[src/rtl/alu_seq_pkg.sv]
// Shared types for the sequential ALU: opcodes, FSM states and iterative-unit modes.
// The multiply opcode is only legal when the build defines ALU_SEQ_MUL_EN.
package alu_seq_pkg;

    typedef enum logic [3:0] {
        OP_ADD = 4'd0,
        OP_SUB = 4'd1,
        OP_XOR = 4'd2,
        OP_AND = 4'd3,
        OP_OR  = 4'd4,
        OP_SHL = 4'd5,
        OP_SHR = 4'd6,
        OP_EQ  = 4'd7,
        OP_LT  = 4'd8,
        OP_ACC = 4'd9,
        OP_MUL = 4'd10
    } op_e;

    typedef enum logic {
        ST_IDLE = 1'b0,
        ST_BUSY = 1'b1
    } state_e;

    typedef enum logic [1:0] {
        IT_SHL = 2'd0,
        IT_SHR = 2'd1,
        IT_MUL = 2'd2
    } iter_mode_e;

endpackage

[src/rtl/alu_seq_iter.sv]
// Multi-cycle engine: one shift (or shift-add multiply step, with ALU_SEQ_MUL_EN) per clock.
// Exposes the next-step values so the owner can capture the final result on the last step's edge.
module alu_seq_iter
    import alu_seq_pkg::*;
#(
    parameter int W  = 8,
    parameter int CW = 4
) (
    input  logic          i_clk,
    input  logic          i_rst_n,
    input  logic          i_start,
    input  iter_mode_e    i_mode,
    input  logic          i_arith,
    input  logic [CW-1:0] i_count,
    input  logic [W-1:0]  i_a,
`ifdef ALU_SEQ_MUL_EN
    input  logic [W-1:0]  i_b,
    output logic [W-1:0]  o_hi_next,
    output logic          o_mul,
`endif
    output logic          o_last,
    output logic [W-1:0]  o_lo_next,
    output logic          o_carry_next
);

    iter_mode_e    r_mode;
    logic          r_arith;
    logic [CW-1:0] r_count;
    logic [W-1:0]  r_lo;

`ifdef ALU_SEQ_MUL_EN
    logic [W-1:0]  r_hi;
    logic [W-1:0]  r_mcand;
    logic [W:0]    w_sum;

    // Partial product: add the multiplicand when the current multiplier LSB is set.
    assign w_sum     = {1'b0, r_hi} + (r_lo[0] ? {1'b0, r_mcand} : {(W+1){1'b0}});
    assign o_hi_next = w_sum[W:1];
    assign o_mul     = (r_mode == IT_MUL);
`endif

    assign o_last = (r_count == CW'(1));

    // NOTE: every signal driven in always_comb gets a default first, so no path leaves it unassigned (no latch).
    always_comb begin
        o_lo_next    = r_lo;
        o_carry_next = 1'b0;
        case (r_mode)
            IT_SHL: begin
                o_lo_next    = {r_lo[W-2:0], 1'b0};
                o_carry_next = r_lo[W-1];
            end
            IT_SHR: begin
                o_lo_next    = {r_arith & r_lo[W-1], r_lo[W-1:1]};
                o_carry_next = r_lo[0];
            end
`ifdef ALU_SEQ_MUL_EN
            IT_MUL: begin
                o_lo_next    = {w_sum[0], r_lo[W-1:1]};
                o_carry_next = |w_sum[W:1];
            end
`endif
            default: ;
        endcase
    end

    // NOTE: state registers use non-blocking assignments so every flop samples pre-edge values.
    always_ff @(posedge i_clk or negedge i_rst_n) begin
        if (!i_rst_n) begin
            r_mode  <= IT_SHL;
            r_arith <= 1'b0;
            r_count <= '0;
            r_lo    <= '0;
`ifdef ALU_SEQ_MUL_EN
            r_hi    <= '0;
            r_mcand <= '0;
`endif
        end else if (i_start) begin
            r_mode  <= i_mode;
            r_arith <= i_arith;
            r_count <= i_count;
`ifdef ALU_SEQ_MUL_EN
            r_hi    <= '0;
            r_mcand <= i_a;
            r_lo    <= (i_mode == IT_MUL) ? i_b : i_a;
`else
            r_lo    <= i_a;
`endif
        end else if (r_count != '0) begin
            r_count <= r_count - CW'(1);
            r_lo    <= o_lo_next;
`ifdef ALU_SEQ_MUL_EN
            r_hi    <= o_hi_next;
`endif
        end
    end

endmodule

[src/rtl/alu_seq_core.sv]
// Clocked ALU with persistent carry, iterative shifts and a valid/ready issue handshake.
// Define ALU_SEQ_MUL_EN to enable the W-cycle shift-add multiply and the HI result half.
module alu_seq_core #(
    parameter int W    = 8,
    parameter int IMMW = 5
) (
    input  logic            CLK,
    input  logic            RESET_N,
    input  logic            IN_VALID,
    output logic            IN_READY,
    input  logic [3:0]      OP,
    input  logic            T,
    input  logic [W-1:0]    INPUTA,
    input  logic [W-1:0]    INPUTB,
    input  logic [IMMW-1:0] IMM,
    output logic [W-1:0]    OUT,
    output logic [W-1:0]    HI,
    output logic            OUT_VALID,
    output logic            ZERO,
    output logic            CARRY,
    output logic            ERR
);

    import alu_seq_pkg::*;

    localparam int SHW = $clog2(W);
    localparam int CW  = SHW + 1;

    state_e        r_state;
    logic [W-1:0]  r_out;
    logic          r_zero;
    logic          r_carry;
    logic          r_out_valid;
    logic          r_err;

    op_e           w_op;
    logic          w_accept;
    logic [SHW-1:0] w_k;
    logic          w_cin;
    logic [W:0]    w_add;
    logic [W:0]    w_sub;
    logic          w_start;
    iter_mode_e    w_mode;
    logic [CW-1:0] w_cnt;
    logic [W-1:0]  w_res;
    logic          w_res_carry;
    logic          w_err;
    logic          w_it_last;
    logic [W-1:0]  w_it_lo;
    logic          w_it_carry;

    assign w_op     = op_e'(OP);
    assign w_accept = IN_VALID && (r_state == ST_IDLE);
    assign w_k      = IMM[SHW-1:0];
    assign w_cin    = T & r_carry;
    assign w_add    = {1'b0, INPUTA} + {1'b0, INPUTB} + {{W{1'b0}}, w_cin};
    // Borrow falls out as the extra MSB of the widened difference.
    assign w_sub    = {1'b0, INPUTA} - {1'b0, INPUTB} - {{W{1'b0}}, w_cin};

    always_comb begin
        w_start     = 1'b0;
        w_mode      = IT_SHL;
        w_cnt       = '0;
        w_res       = INPUTA;
        w_res_carry = r_carry;
        w_err       = 1'b0;
        case (w_op)
            OP_ADD: begin
                w_res       = w_add[W-1:0];
                w_res_carry = w_add[W];
            end
            OP_SUB: begin
                w_res       = w_sub[W-1:0];
                w_res_carry = w_sub[W];
            end
            OP_XOR: w_res = INPUTA ^ INPUTB;
            OP_AND: w_res = INPUTA & INPUTB;
            OP_OR:  w_res = INPUTA | INPUTB;
            OP_SHL, OP_SHR: begin
                // A zero shift amount completes immediately as a pass-through of A.
                if (w_k != '0) begin
                    w_start = 1'b1;
                    w_mode  = (w_op == OP_SHL) ? IT_SHL : IT_SHR;
                    w_cnt   = CW'(w_k);
                end
            end
            OP_EQ:  w_res = {{(W-1){1'b0}}, (INPUTA == INPUTB) ^ T};
            OP_LT:  w_res = {{(W-1){1'b0}}, T ? ($signed(INPUTA) < $signed(INPUTB)) : (INPUTA < INPUTB)};
            OP_ACC: w_res = W'(IMM);
`ifdef ALU_SEQ_MUL_EN
            OP_MUL: begin
                w_start = 1'b1;
                w_mode  = IT_MUL;
                w_cnt   = CW'(W);
            end
`endif
            default: begin
                w_res = '0;
                w_err = 1'b1;
            end
        endcase
    end

`ifdef ALU_SEQ_MUL_EN
    logic [W-1:0] r_hi;
    logic [W-1:0] w_it_hi;
    logic         w_it_mul;
`endif

    alu_seq_iter #(
        .W  (W),
        .CW (CW)
    ) u_iter (
        .i_clk        (CLK),
        .i_rst_n      (RESET_N),
        .i_start      (w_accept & w_start),
        .i_mode       (w_mode),
        .i_arith      (T),
        .i_count      (w_cnt),
        .i_a          (INPUTA),
`ifdef ALU_SEQ_MUL_EN
        .i_b          (INPUTB),
        .o_hi_next    (w_it_hi),
        .o_mul        (w_it_mul),
`endif
        .o_last       (w_it_last),
        .o_lo_next    (w_it_lo),
        .o_carry_next (w_it_carry)
    );

    always_ff @(posedge CLK or negedge RESET_N) begin
        if (!RESET_N) begin
            r_state     <= ST_IDLE;
            r_out       <= '0;
            r_zero      <= 1'b0;
            r_carry     <= 1'b0;
            r_out_valid <= 1'b0;
            r_err       <= 1'b0;
        end else begin
            r_out_valid <= 1'b0;
            r_err       <= 1'b0;
            if (r_state == ST_BUSY) begin
                if (w_it_last) begin
                    r_state     <= ST_IDLE;
                    r_out       <= w_it_lo;
                    r_zero      <= (w_it_lo == '0);
                    r_carry     <= w_it_carry;
                    r_out_valid <= 1'b1;
                end
            end else if (w_accept) begin
                if (w_start) begin
                    r_state <= ST_BUSY;
                end else begin
                    r_out       <= w_res;
                    r_zero      <= (w_res == '0);
                    r_carry     <= w_res_carry;
                    r_err       <= w_err;
                    r_out_valid <= 1'b1;
                end
            end
        end
    end

`ifdef ALU_SEQ_MUL_EN
    always_ff @(posedge CLK or negedge RESET_N) begin
        if (!RESET_N) begin
            r_hi <= '0;
        end else if (r_state == ST_BUSY && w_it_last && w_it_mul) begin
            r_hi <= w_it_hi;
        end
    end
    assign HI = r_hi;
`else
    assign HI = '0;
`endif

    assign IN_READY  = (r_state == ST_IDLE);
    assign OUT       = r_out;
    assign ZERO      = r_zero;
    assign CARRY     = r_carry;
    assign OUT_VALID = r_out_valid;
    assign ERR       = r_err;

endmodule

[config.mk]
export PLATFORM = sky130hd
export DESIGN_NAME = alu_seq_core
export DESIGN_NICKNAME = d
export VERILOG_FILES = /design/src/rtl/alu_seq_pkg.sv /design/src/rtl/alu_seq_iter.sv /design/src/rtl/alu_seq_core.sv
export SDC_FILE = /design/constraint.sdc
export NUM_CORES = 1
export LEC_CHECK = 0
export BUFFER_PORTS_ARGS = -buffer_cell sky130_fd_sc_hd__buf_4
export CORE_ASPECT_RATIO = 0.7
export CORE_MARGIN = 2
export CORE_UTILIZATION = 53
export DETAILED_ROUTE_END_ITERATION = 7
export GPL_TIMING_DRIVEN = 0
export HOLD_SLACK_MARGIN = 0.1
export PLACE_DENSITY = 0.85
export SLEW_MARGIN = 30
export SYNTH_ARGS = -nofsm -noshare
export SYNTH_HDL_FRONTEND = slang
export SYNTH_HIERARCHICAL = 1
export SYNTH_SLANG_ARGS = --single-unit
[constraint.sdc]
create_clock -name CLK -period 2.8 [get_ports CLK]
set_input_delay 0 -clock CLK [delete_from_list [all_inputs] [get_ports CLK]]
set_output_delay 0 -clock CLK [all_outputs]
set_load 0.02 [all_outputs]
==> results.yml, run 1 <==
detailed_routing:
  wl_um: 9540
  detail_route.vias_per_cell: 6.026
  vias: 3290
  drc: 0
  final_antenna_net_count: 0
  drt-initial-drc-count: 422
  drt_pass1_iterations: 5
  drt-wirelength-per-cell_um: 17.47
critical_path:
  cp_num_buf_inv: 3
  end_kind: "flop"
  cp.arrival_ns: 3.31
  path_common_cell: "inv_2"
  path_class: "reg -> reg"
  slowest_stage: "fa_1"
  cpPeakStageDelay_ns: 0.51
  startpoint_type: "flop"
  crit_family: "compound AO/OA/AOI/OAI gates"
  path_max_fanout: 2
  worstPathRequired_ns: 3.00
  path_cells: "nand2_4 > inv_2 > fa_1 > inv_2 > ha_2 > o211ai_1 > buf_4 > a32oi_4 > mux2i_1 > or4_1 > a211o_1 > or2_1 > o31ai_2"
finish:
  drive_above_1_share: 0.2436
  antenna_cells: 0
  syn_to_final_growth_pct: 21.16
  fin_util: 0.6667
  finalNetCount: 543
  nFillCells: 511
  layout_commonest_cell: "buf_4"
  final_cell_mix: "buf_4, ha_1, inv_1"
synth:
  synth_seq_cells: 28
  ys_async_sr_fraction: 1.000
  syn-instance-count: 396
  ys.flop_type: "dfrtp_1"
  avgSynthCellArea_um2: 8.720
  synth_seq_area_share: 0.2029
  synthDominantCellAreaShare: 0.2029
  synth_top_area_cell: "dfrtp_1"
  yosys_warnings: 6
  ys_types: 70
  synth-edff-count: 0
  synthTopCellsByArea: "dfrtp_1, ha_1, mux2i_1"
  syn_area_mm2: 0.003453
place:
  io_buffers: 40
  dp_hpwl_um: 7409
  gp_congestion: 0.9887
outcome:
  violations: "negative setup slack"
  outcome: "complete, but fails checks"
clock_network:
  cts_sinks: 28
  clock_path_buffers: 2
  clkTransAtPathRegs_ns: 0.10
  h-tree-depth: 1
  insertion_delay_ns: 0.28
  cts-root-buf: "clkbuf_8"
  cts_buffers: 3
  cts_tree: "yes"
floorplan:
  num_io_pins: 50
  rows: 24
  design.core.area_mm2: 0.006276
  die_w_um: 100.5
  initial_core_util: 0.5502
  die_h_um: 71.54
  dieArea_mm2: 0.007188
hold_path:
  hp-class: "in -> reg"
flow_run:
  drv_cap: 0
sta:
  period_minus_slack_ns: 3.117
  slew_violations: 0
  setup_ws_ns: -0.3174
  hold_viol_final: 0
  tightestPinTransition_ns: 0.7910
  slew_headroom: 0.4713
  grt_setup_unrepaired: "yes"
  timing.final.crit_share: 1.113
  finalSetupViolCount: 3
  clock.fmax_ghz: 0.3208
  whs_ns: 0.1390
  finalClockSkew_ns: 0.004614
global_route:
  antenna_found_initial: 0
  grt.total_usage: 0.2732
  grt_max_degree: 29
  grt-ovfl-total: 0
  grt_pass1_wl_um: 15480
  grt_pass1_vias: 3007
power_and_ir_drop:
  leakage_nw: 1.962
  ir_worst_vdd_uv: 386.9
  powerDensity_mw_per_mm2: 635.8
[metrics by stage]
step	std cells	cell area, µm²	total power, W	setup WS (ns)	TNS, ns
finish	546	4184	0.002660	-0.3174	-0.6444
global placement	523	3891	0.002165	-0.4455	-0.9914
CTS	544	4143	0.002604	-0.3067	-0.5249
global route	546	4184	0.002832	-0.3856	-1.062
floorplan	405	3493	0.001764	-0.1368	-0.1368
detailed placement	523	3891	0.002218	-0.4686	-1.041
[final timing paths]
| check | from | endpoint | depth (start not counted) | slack, ns |
|---|---|---|---|---|
| worst max-delay path | CARRY | ZERO | 13 | -0.32 |
| worst min-delay path | IMM[1] | u_iter/r_count[1] | 3 | 0.14 |
| worst max register to register | CARRY | ZERO | 13 | -0.32 |
| worst min register to register | u_iter/r_arith | u_iter/r_arith | 1 | 0.53 |
| max in group asynchronous | RESET_N | CARRY | 2 | 2.35 |
| min in group asynchronous | RESET_N | u_iter/r_count[2] | 2 | 0.17 |
[final cells by class]
type | instances | area (µm²) | area share
inverters | 34 | 127.6 | 0.03050
repair buffers | 59 | 473.0 | 0.1130
flip-flops and latches | 28 | 701.9 | 0.1678
clock inverters | 1 | 30.03 | 0.007177
clock buffers | 3 | 41.29 | 0.009868
multi-input cells | 314 | 2525 | 0.6035
plain buffers | 29 | 187.7 | 0.04486
well taps | 78 | 97.59 | 0.02333
[where the power goes]
| part | total (W) | internal, W | switching (W) |
|---|---|---|---|
| combinational | 0.00160 | 0.000754 | 0.000849 |
| clock | 0.000324 | 0.000192 | 0.000133 |
| sequential | 0.000733 | 0.000583 | 0.000150 |
[logic make-up after synthesis]
logic type	count (synthesis)	share of synthesized area
adders and majority gates	45	0.1717
other	1	0.001086
DFF	28	0.2029
muxes	36	0.1167
and+or+nand+nor	117	0.1953
xor gates and xnor gates	13	0.03297
AOI/OAI and AO/OA	93	0.1881
buffers and inverters	63	0.09130
[what timing repair did]
action	CTS	global route
resized for setup	6	7
endpoints found under the setup margin	5	6
hold buffers	12	0
hold endpoints to repair	39	0
pin swaps	7	6
setup buffers	5	2
[layer usage]
metal,GRT usage,share of wire,vias to the layer above
met2,0.3826,0.40,222
met5,0,0,-
met3,0.07415,0.13,12
met4,0.04110,0.0085,0
met1,0.4250,0.46,1513
li1,-,-,1543
[flip-flops by register name (all words and copies together), names as in the netlist]
| signal | flops |
|---|---|
| r_state | 1 |
| u_iter/r_lo | 8 |
| ERR | 1 |
| CARRY | 1 |
| OUT_VALID | 1 |
| u_iter/r_count | 4 |
| ZERO | 1 |
| u_iter/r_mode | 2 |
| OUT | 8 |
| u_iter/r_arith | 1 |
[cell usage after synthesis, types with 6 or more instances]
library cell  count
buf_2             6
clkbuf_1          9
a21oi_1          22
nor3_1            9
mux2_2           14
xnor2_1           6
buf_4             9
nor2b_1           9
xor2_1            7
nor3b_1           9
a221o_1           7
ha_1             41
dfrtp_1          28
mux2i_1          17
inv_1            34
nor2_1           27
nand2_1          19
o21ai_0          19
[worst min-delay path: stages]
cell and delay, ns:
buf_4 0.10, and2_1 0.14, mux2_2 0.15
Power figures use the tool's default switching activity.
==> run 2, diff against run 1 <==
--- a/config.mk
+++ b/config.mk
@@ -7,12 +7,14 @@
 export LEC_CHECK = 0
 export BUFFER_PORTS_ARGS = -buffer_cell sky130_fd_sc_hd__buf_4
 export CORE_ASPECT_RATIO = 0.7
-export CORE_MARGIN = 2
+export CORE_MARGIN = 10
 export CORE_UTILIZATION = 53
 export DETAILED_ROUTE_END_ITERATION = 7
 export GPL_TIMING_DRIVEN = 0
 export HOLD_SLACK_MARGIN = 0.1
+export MAX_ROUTING_LAYER = met4
 export PLACE_DENSITY = 0.85
+export SETUP_SLACK_MARGIN = 0.1
 export SLEW_MARGIN = 30
 export SYNTH_ARGS = -nofsm -noshare
 export SYNTH_HDL_FRONTEND = slang
==> run 2 against run 1 <==
Against the previous run: the run still ends with negative setup slack left; clock power fell by 1%; wire length rose by 9.6%; final area fell by 0.39%; via count rose by 1.4%; setup slack got worse by 0.028 ns; first-iteration DRC count fell by 13%; register-to-register slack got worse by 0.03 ns; power rose by 0.81%; critical path depth fell by 2; count of clock-buffer cells in the layout did not move; die area rose by 42%; utilization fell by 0.26 points; critical path type unchanged; critical endpoint unchanged; highest routed layer unchanged.
==> results.yml, run 2 (synthesis gave the netlist of run 1 again) <==
global_route:
  grt_pass1_vias: 3170
  grt.total_usage: 0.2093
  antenna_found_initial: 0
  grt_max_degree: 29
  grt_pass1_wl_um: 16620
  grt-ovfl-total: 0
finish:
  final-seq-area_um2: 701.9
  syn_to_final_growth_pct: 20.69
  finalNetCount: 542
  layout_commonest_cell: "buf_4"
  multiInputGateArea_mm2: 0.002519
  antenna_cells: 0
  fin_util: 0.6641
  final_cell_mix: "buf_4, ha_1, inv_1"
  nFillCells: 540
  drive_above_1_share: 0.2441
hold_path:
  hp-class: "in -> reg"
  min_from: "IMM[0]"
  holdPathEnd: "u_iter/r_count[0]"
  hold_depth: 4
clock_network:
  h-tree-depth: 1
  cts_sinks: 28
  insertion_delay_ns: 0.28
  cts_buffers: 3
  clock_path_buffers: 2
  cts_tree: "yes"
  cts-root-buf: "clkbuf_8"
  clkTransAtPathRegs_ns: 0.09
floorplan:
  design.core.area_mm2: 0.006276
  die_w_um: 116.5
  initial_core_util: 0.5502
  die_h_um: 87.54
  rows: 24
  dieArea_mm2: 0.01020
  num_io_pins: 50
critical_path:
  reg2reg_from: "CARRY"
  path_class: "reg -> reg"
  path_max_fanout: 2
  worstPathRequired_ns: 2.99
  cp_num_buf_inv: 1
  ff2ff_path_depth: 11
  path_cells: "nand2_4 > inv_2 > fa_1 > ha_2 > xor2_1 > nand2_1 > o311ai_1 > a2111o_1 > or3_4 > or4_4 > o31ai_2"
  crit_family: "simple AND/OR/NAND/NOR gates"
  regToRegEndpoint: "ZERO"
  cp.arrival_ns: 3.34
  end_kind: "flop"
  slowest_stage: "fa_1"
  ff2ff_setup_slack_ns: -0.34
  startpoint_type: "flop"
  cpPeakStageDelay_ns: 0.51
sta:
  period_minus_slack_ns: 3.145
  finalClockSkew_ns: 0.003561
  tightestPinTransition_ns: 0.6784
  hold_viol_final: 0
  slew_violations: 0
  finalSetupViolCount: 5
  grt_setup_unrepaired: "yes"
  setup_ws_ns: -0.3450
  slew_headroom: 0.5465
  timing.final.crit_share: 1.123
  clock.fmax_ghz: 0.3180
  fin_tns_setup_ns: -1.046
detailed_routing:
  drt-initial-drc-count: 366
  final_antenna_net_count: 0
  detail_route.vias_per_cell: 6.119
  vias: 3335
  drc: 0
  wl_um: 10450
  drt-wirelength-per-cell_um: 19.18
  drt_pass1_iterations: 5
power_and_ir_drop:
  leakage_nw: 1.961
  power.total_w: 0.002682
  ir_worst_vdd_uv: 364.1
  powerDensity_mw_per_mm2: 643.5
flow_run:
  drv_cap: 0
outcome:
  outcome: "complete, but fails checks"
  violations: "negative setup slack"
place:
  io_buffers: 40
  place_ws_ns: -0.4850
  dp_hpwl_um: 8345
  gp_congestion: 0.9324
==> run 2: changes by cell type in the layout (fill, tap and decap cells not counted), sizes merged <==
cell         before  now
dlygate4sd3      12   11
==> run 2: layout make-up <==
class / instances / area share
Inverter: 34 / 0.03062
Multi-Input combinational cell: 314 / 0.6043
Timing Repair Buffer: 58 / 0.1111
Buffer: 29 / 0.04503
Clock buffer: 3 / 0.009907
Sequential cell: 28 / 0.1684
Tap cell: 78 / 0.02342
Clock inverter: 1 / 0.007205
==> run 2: where the power goes <==
group	total (W)	internal, W	switching, W	leakage, nW
combinational	0.00162	0.000754	0.000870	1.58
sequential	0.000738	0.000583	0.000155	0.349
clock	0.000320	0.000192	0.000129	0.0357
==> run 2: timing repair <==
item | in CTS | in global routing
hold buffers | 10 | 1
gates resized for setup | 8 | 4
cloned | 0 | 0
pin swaps | 10 | 4
hold endpoints to repair | 38 | 1
setup buffers | 6 | 1
endpoints found under the setup margin | 5 | 6
==> run 2: how the worst max path moves through the flow <==
stage / endpoint / startpoint / cells past startpoint / slack, ns
floorplan: ZERO / CARRY / 11 / -0.14
global placement: ZERO / CARRY / 12 / -0.43
detailed placement: ZERO / CARRY / 12 / -0.48
CTS: ZERO / CARRY / 12 / -0.30
global route: ZERO / CARRY / 12 / -0.40
finish: ZERO / CARRY / 11 / -0.34
==> run 2: tightest hold or removal path, cell delays in order <==
cell and delay, ns:
buf_4 0.10, and2_1 0.13, nand2_1 0.06, o21ai_0 0.08
==> run 2: through the flow <==
| stage | area, µm² | hold WS [ns] | cells |
|---|---|---|---|
| after CTS | 4138 | 0.07801 | 543 |
| after detailed placement | 3891 | -0.06226 | 523 |
| after floorplan | 3493 | -0.2956 | 405 |
| final | 4168 | 0.1193 | 545 |
| after global routing | 4168 | 0.1159 | 545 |
| after global placement | 3891 | -0.06008 | 523 |
==> run 2: layer usage <==
metal	routed length [µm]	vias to the layer above	GRT usage
met5	0	-	-
met4	176	0	0.05210
met3	1015	22	0.03893
met2	4449	165	0.2982
met1	4810	1612	0.2956
li1	-	1536	-
